$ cat src/rtl/stack_alu_pkg.sv
// Shared definitions for the stack ALU command sequencer: opcode encodings,
// FSM state type and the pre-issue legality check.
package stack_alu_pkg;

   localparam logic [2:0] OP_NOP  = 3'b000;
   localparam logic [2:0] OP_ADD  = 3'b100;
   localparam logic [2:0] OP_MUL  = 3'b101;
   localparam logic [2:0] OP_PUSH = 3'b110;
   localparam logic [2:0] OP_POP  = 3'b111;

   typedef enum logic [2:0] {
      S_IDLE,
      S_ISSUE,
      S_SETTLE,
      S_CAPTURE,
      S_RESP,
      S_DRAIN_ISSUE,
      S_DRAIN_SETTLE
   } seq_state_t;

   // Any opcode with bit 2 clear is a NOP and always legal.
   function automatic logic op_legal(input logic [2:0] op, input int unsigned depth,
                                     input int unsigned cap);
      logic ok;
      ok = 1'b1;
      if (op[2]) begin
         case (op)
            OP_ADD, OP_MUL: ok = (depth >= 2);
            OP_PUSH:        ok = (depth < cap);
            default:        ok = (depth >= 1);
         endcase
      end
      return ok;
   endfunction

endpackage

$ cat src/rtl/stack_alu_depth_ctr.sv
// Shadow occupancy counter for the attached ALU stack.
module stack_alu_depth_ctr #(
   parameter int DEPTH = 8,
   parameter int CW    = $clog2(DEPTH + 1)
) (
   input  logic          clk,
   input  logic          rst_n,
   input  logic          inc_i,
   input  logic          dec_i,
   input  logic          clr_i,
   output logic [CW-1:0] count_o,
   output logic          full_o,
   output logic          empty_o,
   output logic          ge2_o
);

   logic [CW-1:0] cnt_q, cnt_d;

   // next count: clear wins, simultaneous inc/dec cancel
   always_comb begin
      cnt_d = cnt_q;
      if (clr_i)                cnt_d = '0;
      else if (inc_i && !dec_i) cnt_d = cnt_q + CW'(1);
      else if (dec_i && !inc_i) cnt_d = cnt_q - CW'(1);
   end

   // count register
   always_ff @(posedge clk or negedge rst_n) begin
      if (!rst_n) cnt_q <= '0;
      else        cnt_q <= cnt_d;
   end

   assign count_o = cnt_q;
   assign full_o  = (cnt_q == CW'(DEPTH));
   assign empty_o = (cnt_q == '0);
   assign ge2_o   = (cnt_q >= CW'(2));

endmodule

$ cat src/rtl/stack_alu_sequencer.sv
// Command sequencer in front of stack_based_alu. Checks legality against a
// shadow depth count, strobes legal instructions with an issue/settle/capture
// cadence, and returns results over a valid/ready response channel.
// Optional: STACK_ALU_SEQ_ERRCNT_EN adds an 8-bit saturating err_count output.
//
// state          | meaning
// S_IDLE         | ready for a command or flush
// S_ISSUE        | opcode and operand driven to the ALU
// S_SETTLE       | opcode back to NOP, operand held
// S_CAPTURE      | ALU result registered, depth updated
// S_RESP         | response held until rsp_ready
// S_DRAIN_ISSUE  | flush: POP strobe
// S_DRAIN_SETTLE | flush: NOP gap, depth decremented
module stack_alu_sequencer
   import stack_alu_pkg::*;
#(
   parameter  int WIDTH = 8,
   parameter  int DEPTH = 8,
   localparam int DW    = $clog2(DEPTH + 1)
) (
   input  logic             clk,
   input  logic             rst_n,
   input  logic             cmd_valid,
   output logic             cmd_ready,
   input  logic [2:0]       cmd_opcode,
   input  logic [WIDTH-1:0] cmd_data,
   input  logic             flush,
   output logic             rsp_valid,
   input  logic             rsp_ready,
   output logic [WIDTH-1:0] rsp_data,
   output logic             rsp_ovf,
   output logic             rsp_err,
   output logic [DW-1:0]    depth,
   output logic [2:0]       alu_opcode,
   output logic [WIDTH-1:0] alu_input_data,
   input  logic [WIDTH-1:0] alu_output_data,
   input  logic             alu_overflow
`ifdef STACK_ALU_SEQ_ERRCNT_EN
   ,
   output logic [7:0]       err_count
`endif
);

   seq_state_t       state_q, state_d;
   logic [2:0]       op_q, op_d;
   logic [WIDTH-1:0] din_q, din_d;
   logic [WIDTH-1:0] rdata_q, rdata_d;
   logic             rovf_q, rovf_d;
   logic             rerr_q, rerr_d;
   logic             legal;
   logic             ctr_inc, ctr_dec;
   logic             full, empty, ge2;
   logic [DW-1:0]    depth_w;

   stack_alu_depth_ctr #(.DEPTH(DEPTH), .CW(DW)) u_depth (
      .clk     (clk),
      .rst_n   (rst_n),
      .inc_i   (ctr_inc),
      .dec_i   (ctr_dec),
      .clr_i   (1'b0),
      .count_o (depth_w),
      .full_o  (full),
      .empty_o (empty),
      .ge2_o   (ge2)
   );

   assign legal          = op_legal(cmd_opcode, 32'(depth_w), DEPTH);
   assign cmd_ready      = rst_n && (state_q == S_IDLE) && !flush;
   assign rsp_valid      = (state_q == S_RESP);
   assign rsp_data       = rdata_q;
   assign rsp_ovf        = rovf_q;
   assign rsp_err        = rerr_q;
   assign depth          = depth_w;
   assign alu_input_data = din_q;

   // next state, ALU strobes, response capture and depth updates
   always_comb begin
      state_d    = state_q;
      op_d       = op_q;
      din_d      = din_q;
      rdata_d    = rdata_q;
      rovf_d     = rovf_q;
      rerr_d     = rerr_q;
      ctr_inc    = 1'b0;
      ctr_dec    = 1'b0;
      alu_opcode = OP_NOP;
      unique case (state_q)
         S_IDLE: begin
            if (flush) begin
               if (empty) begin
                  state_d = S_RESP;
                  rdata_d = '0;
                  rovf_d  = 1'b0;
                  rerr_d  = 1'b0;
               end else begin
                  state_d = S_DRAIN_ISSUE;
               end
            end else if (cmd_valid) begin
               rdata_d = '0;
               rovf_d  = 1'b0;
               rerr_d  = !legal;
               if (!cmd_opcode[2] || !legal) begin
                  state_d = S_RESP;
               end else begin
                  state_d = S_ISSUE;
                  op_d    = cmd_opcode;
                  din_d   = cmd_data;
               end
            end
         end
         S_ISSUE: begin
            alu_opcode = op_q;
            state_d    = S_SETTLE;
         end
         S_SETTLE: state_d = S_CAPTURE;
         S_CAPTURE: begin
            rdata_d = alu_output_data;
            // the ALU overflow flag is stale for PUSH/POP
            rovf_d  = alu_overflow && (op_q[2:1] == 2'b10);
            rerr_d  = 1'b0;
            if (op_q == OP_PUSH) ctr_inc = !full;
            else                 ctr_dec = 1'b1;
            state_d = S_RESP;
         end
         S_RESP: begin
            if (rsp_ready) state_d = S_IDLE;
         end
         S_DRAIN_ISSUE: begin
            alu_opcode = OP_POP;
            state_d    = S_DRAIN_SETTLE;
         end
         S_DRAIN_SETTLE: begin
            ctr_dec = 1'b1;
            if (!ge2) begin
               state_d = S_RESP;
               rdata_d = '0;
               rovf_d  = 1'b0;
               rerr_d  = 1'b0;
            end else begin
               state_d = S_DRAIN_ISSUE;
            end
         end
         default: state_d = S_IDLE;
      endcase
   end

   // state and datapath registers
   always_ff @(posedge clk or negedge rst_n) begin
      if (!rst_n) begin
         state_q <= S_IDLE;
         op_q    <= OP_NOP;
         din_q   <= '0;
         rdata_q <= '0;
         rovf_q  <= 1'b0;
         rerr_q  <= 1'b0;
      end else begin
         state_q <= state_d;
         op_q    <= op_d;
         din_q   <= din_d;
         rdata_q <= rdata_d;
         rovf_q  <= rovf_d;
         rerr_q  <= rerr_d;
      end
   end

`ifdef STACK_ALU_SEQ_ERRCNT_EN
   logic [7:0] errcnt_q, errcnt_d;
   logic       flush_clr;

   assign flush_clr = ((state_q == S_IDLE) && flush && empty) ||
                      ((state_q == S_DRAIN_SETTLE) && !ge2);

   // completed flush clears; rejected-response handshakes count up, saturating
   always_comb begin
      errcnt_d = errcnt_q;
      if (flush_clr)
         errcnt_d = '0;
      else if (rsp_valid && rsp_ready && rerr_q && (errcnt_q != 8'hFF))
         errcnt_d = errcnt_q + 8'd1;
   end

   // error counter register
   always_ff @(posedge clk or negedge rst_n) begin
      if (!rst_n) errcnt_q <= '0;
      else        errcnt_q <= errcnt_d;
   end

   assign err_count = errcnt_q;
`endif

endmodule
$ cat config.mk
export PLATFORM = sky130hd
export DESIGN_NAME = stack_alu_sequencer
export DESIGN_NICKNAME = d
export VERILOG_FILES = /design/src/rtl/stack_alu_pkg.sv /design/src/rtl/stack_alu_depth_ctr.sv /design/src/rtl/stack_alu_sequencer.sv
export SDC_FILE = /design/constraint.sdc
export NUM_CORES = 1
export LEC_CHECK = 0
export ABC_AREA = 1
export ABC_CLOCK_PERIOD_IN_PS = 2700
export CAP_MARGIN = 20
export CORE_UTILIZATION = 48
export CTS_CLUSTER_DIAMETER = 150
export DETAILED_ROUTE_END_ITERATION = 16
export GPL_ROUTABILITY_DRIVEN = 0
export PLACE_DENSITY = 0.84
export SLEW_MARGIN = 40
export SYNTH_ARGS = -nofsm -noshare
export SYNTH_HDL_FRONTEND = slang
export SYNTH_SLANG_ARGS = --single-unit
export TNS_END_PERCENT = 1
$ cat constraint.sdc
create_clock -name clk -period 2.7 [get_ports clk]
set_input_delay 0.405 -clock clk [delete_from_list [all_inputs] [get_ports clk]]
set_output_delay 0.405 -clock clk [all_outputs]
set_load 0.02 [all_outputs]
==> metrics.csv, run 1 <==
metric,value,unit
M1 WL,1.45,mm
filler cell count,221,
Overflow after GRT,0,
max cap viols,0,
Cell Pwr Density,1090,nW/um^2
initial antenna violation count,0,
post-route antenna net violation count,0,
"EDFF count, synth",0,
CTS tree,built,
routed vias,1365,
Netlist cell types,20,
die height,57.4,um
crit path max fanout,5,
mapped cell area,1470,sq um
"Reg clk slew, reported paths",0.16,ns
worst rel slew slack,0.758,
Post-synth top cells,"nand2_1 (73), dfrtp_1 (28), inv_1 (17)",
Post-synth ARST share,1.00,
CTS root buf,clkbuf_4,
"Data arrival, critical path",1.96,ns
largest net degree at the start of global routing,29,
I/O pin total,52,
First-pass DRT Iterations,11,
I/O Buffers,51,
Syn Area/Cell,8.00,sq um
Leakage,1.02,nW
total wire length,3.27,mm
final setup fails,0,
DRC viols,4,
critical path capture point type,output pin,
area share of the largest cell type after synthesis,0.476,
total power,2.25,mW
Tcrit/Tclk final,0.877,
Synth Flop Type,dfrtp_1,
Setup TNS,0,ns
Final Critical Period,2.37,ns
pre-CTS setup slack,0.637,ns
met3 routed wirelength,237,um
Die Span X,57.4,um
vias in the first global route,1306,
critical path required time,2.30,ns
"area leader, netlist",dfrtp_1,
setup ws final,0.331,ns
wire length on met2,1.53,mm
Fmax,422,MHz
status,finished with violations,
area delta synth->final,39.9,%
first-pass GRT wire length,5.53,mm
Total GRT Usage,0.213,
Hold WC Path Type,in2async,
most frequent cell after synthesis,nand2_1,
Post-CTS Setup Inserts,0,
die area,3290,sq um
DR top layer,met4,
Max Clock Skew,0.00926,ns
fin. max-slew vios,0,
worst hold slack,0.448,ns
type of origin of the critical path,register,
Worst-Margin Slew,0.363,ns
CTS Buf Count,3,
failing checks,design-rule violations,
n_diodes,0,
ranking of synthesized cells by area,"dfrtp_1 (48%), nand2_1 (19%), o21ai_0 (4.8%)",
critical path start-end classification,reg2out,
RSZ-0062 raised after global routing,false,
Synth Net Count,214,
ratio of cells with drive above 1 in the final layout,0.0714,
Seq cells post-synth,28,
Hold Buf Count CTS,0,
Vias/cell,5.07,
worst vdd rail ir drop,0.647,mV
# nets final,269,
Resized cells post-CTS,0,
clk sinks,28,
Iter 0 DRT Violations,76,
drt wl/cell,12.2,um
worst reg2reg path depth,9,
# rows,19,
core area,2830,sq um
worst skew pair latency,0.34,ns
dpl hpwl,2.39,mm
H-tree levels,1,
Max Root-Sink Buffers,2,
Syn Inst Count,184,
Initial Util,0.520,
"Hold Vio Cnt, Final",0,
number of synthesis warnings,0,
post-synthesis sequential area ratio,0.476,
==> worst max-delay path: stages (launching register included) <==
cell	delay, ns
dfrtp_1	0.46
nor2_2	0.16
inv_2	0.07
nor2_4	0.15
nand2_1	0.08
nor2_1	0.10
clkdlybuf4s50_1	0.61
==> placed cells by master (no fill, tap or decap), types with 2 or more instances in the layout <==
cell type / instances
a21oi_1: 12
o21ai_0: 14
dfrtp_1: 28
inv_1: 17
ha_1: 5
xor2_1: 3
nor2_4: 2
nand2_1: 73
nor2_1: 9
inv_2: 3
nand3_1: 5
nor2_2: 3
nand4_1: 2
clkdlybuf4s50_1: 51
clkbuf_4: 3
==> power breakdown <==
group / leakage [nW] / internal (mW) / total [mW] / switching [mW]
sequential: 0.355 / 0.593 / 0.737 / 0.144
clock: 0.0279 / 0.150 / 0.281 / 0.131
combinational: 0.632 / 0.523 / 1.23 / 0.705
total: 1.02 / 1.27 / 2.25 / 0.980
==> flip-flops by register name, summed over array words and instances (netlist names) <==
signal,cells
alu_input_data,8
rsp_data,8
u_depth.count_o,4
op_q,3
state_q,3
rsp_err,1
rsp_ovf,1
==> layout make-up <==
cell class                      instances  area [sq um]  share of cell area
Sequential cell                        28           701               0.340
Tap cell                               31          38.8              0.0188
Clock inverter                          1          30.0              0.0146
Multi-Input combinational cell        134           673               0.327
Clock buffer                            3          22.5              0.0109
Timing Repair Buffer                   52           518               0.252
Inverter                               20          75.1              0.0365
==> cells by family (layout without fill, tap and decap cells) <==
logic type / count (synthesis) / in the layout / synth area share
xor+xnor: 3 / 3 / 0.0179
buf+inv: 22 / 76 / 0.0663
fa+ha+maj: 5 / 5 / 0.0425
compound gates: 29 / 29 / 0.105
simple gates: 97 / 97 / 0.292
flops: 28 / 28 / 0.476
==> routing by layer <==
layer,global-route usage,vias up
li1,-,689
met2,0.369,48
met1,0.264,622
met4,0.0732,0
met5,0,-
met3,0.0408,6
==> path summary, 6_finish.rpt <==
check / start / end / slack [ns]
setup / recovery: state_q[0]$_DFFE_PN0P_ / cmd_ready / 0.33
hold / removal: rst_n / rsp_data[3]$_DFFE_PN0P_ / 0.45
setup reg to reg: state_q[2]$_DFFE_PN0P_ / u_depth.count_o[2]$_DFFE_PN0P_ / 0.71
hold reg to reg: rsp_data[5]$_DFFE_PN0P_ / rsp_data[5]$_DFFE_PN0P_ / 0.49
max in group asynchronous: rst_n / rsp_ovf$_DFFE_PN0P_ / 1.97
min in group clk: rsp_data[5]$_DFFE_PN0P_ / rsp_data[5]$_DFFE_PN0P_ / 0.49
==> per-stage QoR <==
step | util | std cells | area, sq um
finish | 0.728 | 269 | 2060
floorplan | - | 184 | 1470
detailed placement | 0.709 | 265 | 2010
CTS | 0.728 | 269 | 2060
global placement | 0.709 | 265 | 2010
global route | 0.728 | 269 | 2060
No activity file was read; power rests on OpenSTA's default activity.
==> run 2, diff against run 1 <==
--- a/config.mk
+++ b/config.mk
@@ -9,10 +9,9 @@
 export ABC_CLOCK_PERIOD_IN_PS = 2700
 export CAP_MARGIN = 20
 export CORE_UTILIZATION = 48
-export CTS_CLUSTER_DIAMETER = 150
 export DETAILED_ROUTE_END_ITERATION = 16
 export GPL_ROUTABILITY_DRIVEN = 0
-export PLACE_DENSITY = 0.84
+export PLACE_DENSITY_LB_ADDON = 0.25
 export SLEW_MARGIN = 40
 export SYNTH_ARGS = -nofsm -noshare
 export SYNTH_HDL_FRONTEND = slang
==> run 2 against run 1 <==
Compared with the run above:
- final cell count unchanged
- design area down 0.79%
- setup slack better by 0.059 ns
- non-clock buffer count unchanged
- critical path depth unchanged
- flip-flop and latch count unchanged
- core utilization down 0.57 points
- the run still ends with design-rule violations left
- combinational power about the same
- clock power down 30%
- critical path type unchanged
- total power down 3.8%
- hold slack better by 0.031 ns
- via count down 2.7%
- critical endpoint unchanged
==> metrics.csv, run 2 (same netlist as run 1, synthesis figures left out) <==
metric,value,unit,change
ratio of cells with drive above 1 in the final layout,0.0714,,unchanged
worst reg2reg path depth,9,,unchanged
Reg-to-Reg End,u_depth.count_o[2]$_DFFE_PN0P_,,
Total GRT Usage,0.207,,-0.00604
Psw,0.961,mW,-1.9%
"Data arrival, critical path",1.90,ns,-0.06 ns
multi-input logic area,673,sq um,unchanged
Fmax,433,MHz,+2.6%
P_int,1.20,mW,-5.4%
CTS tree,built,,
Clock Power Share,0.092,,-0.033
fin. max-slew vios,0,,unchanged
I/O pin total,52,,unchanged
RR Startpoint,state_q[2]$_DFFE_PN0P_,,
most frequent cells in the layout,"nand2_1 (73), clkdlybuf4s50_1 (51), dfrtp_1 (28)",,
status,finished with violations,,
First-pass DRT Iterations,10,,-1
# nets final,269,,unchanged
"slowest stage delay, CP",0.60,ns,about the same
Setup TNS,0,ns,unchanged
"Reg clk slew, reported paths",0.14,ns,-0.02 ns
critical path start-end classification,reg2out,,
Max Root-Sink Buffers,2,,unchanged
CTS root buf,clkbuf_4,,
Vias/cell,4.94,,-2.7%
type of origin of the critical path,register,,
post-route antenna net violation count,0,,unchanged
Hold WC Path Type,in2async,,
Worst-Margin Slew,0.348,ns,-0.0147 ns
register area,701,sq um,unchanged
combinational share of power,0.566,,+0.019
worst vdd rail ir drop,0.642,mV,-0.84%
I/O Buffers,51,,unchanged
Initial Util,0.520,,unchanged
Leakage,1.01,nW,-0.68%
Iter 0 DRT Violations,55,,-28%
worst hold slack,0.479,ns,+0.0306 ns
Overflow after GRT,0,,unchanged
Final Critical Period,2.31,ns,-0.0594 ns
CTS Buf Count,3,,unchanged
initial antenna violation count,0,,unchanged
die height,57.4,um,unchanged
total wire length,3.10,mm,-5.5%
CP Launch Point,state_q[0]$_DFFE_PN0P_,,
area delta synth->final,38.8,%,
failing checks,design-rule violations,,
worst rel slew slack,0.768,,+0.00980
Post-CTS Setup Inserts,0,,unchanged
DRC viols,2,,-2
sw frac,0.445,,+0.00896
"most common cell after layout, fill and taps aside",nand2_1,,
Tcrit/Tclk final,0.855,,-0.0220
core area,2830,sq um,unchanged
drt wl/cell,11.5,um,-5.5%
Reg power frac,0.343,,+0.015
placed cell count,265,,unchanged
critical path capture point type,output pin,,
max cap viols,0,,unchanged
n_diodes,0,,unchanged
first-pass GRT wire length,5.30,mm,-4.1%
Die Span X,57.4,um,unchanged
# rows,19,,unchanged
RSZ-0062 raised after global routing,false,,
Cell Pwr Density,1060,nW/um^2,-3.1%
fin cells,269,,unchanged
Resized cells post-CTS,0,,unchanged
filler cell count,231,,+4.5%
ordered cell list for the critical path,"nor2_2, inv_2, nor2_4, nand2_1, nor2_1, clkdlybuf4s50_1",,
largest net degree at the start of global routing,29,,unchanged
vias in the first global route,1244,,-4.7%
clk sinks,28,,unchanged
die area,3290,sq um,unchanged
Max Clock Skew,0.00658,ns,-0.00268 ns
H-tree levels,1,,unchanged
routed vias,1328,,-2.7%
final setup fails,0,,unchanged
"Hold Vio Cnt, Final",0,,unchanged
r2r setup slk,0.72,ns,about the same
worst skew pair latency,0.32,ns,-0.02 ns
dpl hpwl,2.36,mm,-1.0%
crit path max fanout,5,,unchanged
Hold Buf Count CTS,0,,unchanged
slowest CP cell,clkdlybuf4s50_1,,
critical path required time,2.30,ns,about the same
==> run 2: cell types whose count changed in the layout (fill, tap and decap cells not counted) <==
cell,change
bufinv_16,-1
clkbuf_8,+1
==> run 2: power by group through the flow <==
stage | Combinational, mW | Clock, mW | Sequential (mW)
final | 1.22 | 0.198 | 0.741
after detailed placement | 1.23 | 0 | 0.747
after global placement | 1.22 | 0 | 0.743
after global routing | 1.35 | 0.219 | 0.767
after CTS | 1.23 | 0.208 | 0.740
after floorplan | 0.565 | 0 | 0.902
==> run 2: stage by stage <==
stage | utilization | worst slack (ns) | total power, mW | cell area, sq um
after floorplan | - | 0.785 | 1.47 | 1470
after global placement | 0.709 | 0.644 | 1.96 | 2010
after detailed placement | 0.709 | 0.648 | 1.98 | 2010
after CTS | 0.722 | 0.370 | 2.18 | 2040
after global routing | 0.722 | 0.248 | 2.34 | 2040
final | 0.722 | 0.391 | 2.16 | 2040
==> run 2: worst max-delay path by stage <==
stage,endpoint,slack [ns],cells after the start
floorplan,u_depth.count_o[2]$_DFFE_PN0P_,0.79,8
global placement,cmd_ready,0.64,4
detailed placement,cmd_ready,0.65,4
CTS,cmd_ready,0.37,6
global route,cmd_ready,0.25,6
finish,cmd_ready,0.39,6
==> run 2: layout make-up <==
class,count,share of cell area
flip-flops and latches,28,0.343
multi-input cells,134,0.330
repair buffers,52,0.254
inverters,20,0.0368
well taps,31,0.0190
clock buffers,4,0.0178
==> run 2: per-layer routing <==
layer,GRT usage,up-vias,share of wire
li1,-,691,-
met5,0,-,0
met4,0.0662,0,0.014
met3,0.0612,6,0.055
met2,0.334,31,0.49
met1,0.267,600,0.44
==> run 2: worst max-delay path, delay by kind of cell, from the launching register on <==
family	cells	cell delay (ns)
buffers and inverters	2	0.66
flip-flops	1	0.46
AND/OR/NAND/NOR	4	0.44
==> RTL change: new RTL, config.mk and constraints of run 2 <==
Take the reset off `rdata_q` and load it in a clocked block of its own.
--- a/src/rtl/stack_alu_sequencer.sv
+++ b/src/rtl/stack_alu_sequencer.sv
@@ -152,3 +152,2 @@
          din_q   <= '0;
-         rdata_q <= '0;
          rovf_q  <= 1'b0;
@@ -159,3 +158,2 @@
          din_q   <= din_d;
-         rdata_q <= rdata_d;
          rovf_q  <= rovf_d;
@@ -163,2 +161,6 @@
       end
+   end
+
+   always_ff @(posedge clk) begin
+      rdata_q <= rdata_d;
    end
Behaviour: differs if rst_n is asserted again (counterexample within 10 cycles, from zero or initial values and one cycle with rst_n low); with rst_n held inactive, the same outputs for 10 cycles.
==> RTL change against run 2 <==
The flow still finishes with violations (design-rule violations). Clock skew decreased by 4.0 ps. Sequential cell count unchanged. Final area increased by 1.2%. Global-route usage increased by 1.8 points. Setup slack improved by 48 ps. Routed wire length increased by 10%. Total power increased by 5.1%. Fmax increased by 2.1%. Synthesized area increased by 0.77%. Worst hold slack got worse by 60 ps. Clock power increased by 22%. Synthesized cell count decreased by 4.9%. Via count increased by 1.7%.
==> RTL change: results (changes against run 2) <==
status: "complete, but fails checks"
violations: "design-rule violations"
route.detailed.drc: 6  # +4
clk_pin_slew_ps: 150
hpwlAfterDp_um: 2666  # +13%
grt_first_pass_wirelength_um: 5664  # +6.9%
placed_area_um2: 2019  # +0.69%
dr_wl_met2_um: 1757  # +16%
slew_headroom_pct: 79.75  # +3.0 points
synth.top_cells.by_count: "42 x nand2_1, 26 x inv_1, 20 x dfrtp_1"
buffer_area_share_pct: 25.42  # +0.056 points
dp_slack_ps: 465.1  # -183.2 ps
startpoint: "u_depth.count_o[0]"
ys_types: 25  # +25%
buffers: 53  # +1.9%
met3_usage_pct: 3.628  # -2.5 points
arrival_ps: 2500  # +600 ps
finClkSkew_ps: 2.631  # -3.952 ps
fin_nets: 260  # -3.3%
wl_met1_um: 1413  # +3.1%
routedWlPerCell_um: 13.13  # +14%
wl_met3_um: 197  # +17%
fillCellCount: 214  # -7.4%
firstDrtPassIters: 11  # +1
initialDrtViolationCount: 61  # +11%
use_met1_pct: 26.99  # +0.33 points
p_leak_uw: 0.0009825  # -2.6%
synthTopCellsByArea: "dfrtp_1 34%, edfxtp_1 16%, nand2_1 11%"
grt_start_max_net_pins: 21  # -28%
layout.comb_gates.multi_input: 115  # -14%
clkCellAreaFrac_pct: 2.300  # +0.52 points
grt_pass1_vias: 1290  # +3.7%
drive_gt1_share_pct: 9.607  # +2.5 points
multi_input_area_share_pct: 29.06  # -3.9 points
gr-usage-all-layers_pct: 22.45  # +1.8 points
crit_fanout: 6  # +1
worstSkewPairLatency_ps: 340  # +20 ps
peakVddDrop_uv: 527.5  # -18%
async_flop_share_pct: 71.43  # -29 points
seq_share_pct: 35.84  # +1.5 points
design.seq.count: 28  # unchanged
num-nonclk-inverters: 29  # +45%
routed_via_density: 5.192  # +5.2%
p_sw_share_pct: 43.08  # -1.4 points
ys_seq_area_share_pct: 49.96  # +2.3 points
synth_edf_count: 8  # +8
use_met2_pct: 40.86  # +7.5 points
syn_nets: 205  # -4.2%
==> RTL change: cell types whose count changed in the layout (fill, tap and decap cells not counted), sizes merged, moves of 2 or more <==
cell,delta
nand3,+3
edfxtp,+8
o21ai,+2
dfrtp,-8
a21oi,-5
inv,+8
nor2,+6
nand2,-26
==> RTL change: power by group through the flow <==
stage | Combinational [µW] | Clock (µW) | Sequential (µW)
2_1_floorplan | 536 | 0 | 962
3_3_place_gp | 1210 | 0 | 765
3_5_place_dp | 1260 | 0 | 777
4_1_cts | 1260 | 244 | 769
5_1_grt | 1380 | 256 | 792
6_report | 1260 | 241 | 767
==> RTL change: worst max-delay path: stages, from the launching register on <==
cell and delay [ps]:
dfrtp_1 460, inv_1 110, ha_1 230, a311oi_1 310
ha_1 340, or2_2 320, o22ai_1 130, o21ai_0 120
xor2_1 160
==> RTL change: kinds of logic (layout without fill, tap and decap cells) <==
logic type / Yosys count / in the layout / synth area share, %
AND/OR/NAND/NOR: 81 / 81 / 24.89
buffers and inverters: 32 / 86 / 9.535
flip-flops: 28 / 28 / 49.96
AO/OA/AOI/OAI: 26 / 26 / 9.620
adder cells (fa/ha/maj): 5 / 5 / 4.219
XOR/XNOR: 3 / 3 / 1.772
==> RTL change: worst paths after layout <==
path,end,slack [ps],cells past startpoint
max reg2reg,u_depth.count_o[3],440,8
min reg2reg,rsp_err,510,2
min,alu_input_data[3],420,2
max in group asynchronous,u_depth.count_o[2],2080,2
max,u_depth.count_o[3],440,8
min in group clk,rsp_err,510,2
==> RTL change: metrics by stage <==
stage / cells / hold WS, ps
after floorplan: 175 / 109.4
after global placement: 256 / 474.5
after detailed placement: 256 / 474.8
after CTS: 260 / 436.6
after global routing: 260 / 459.5
final: 260 / 419.2
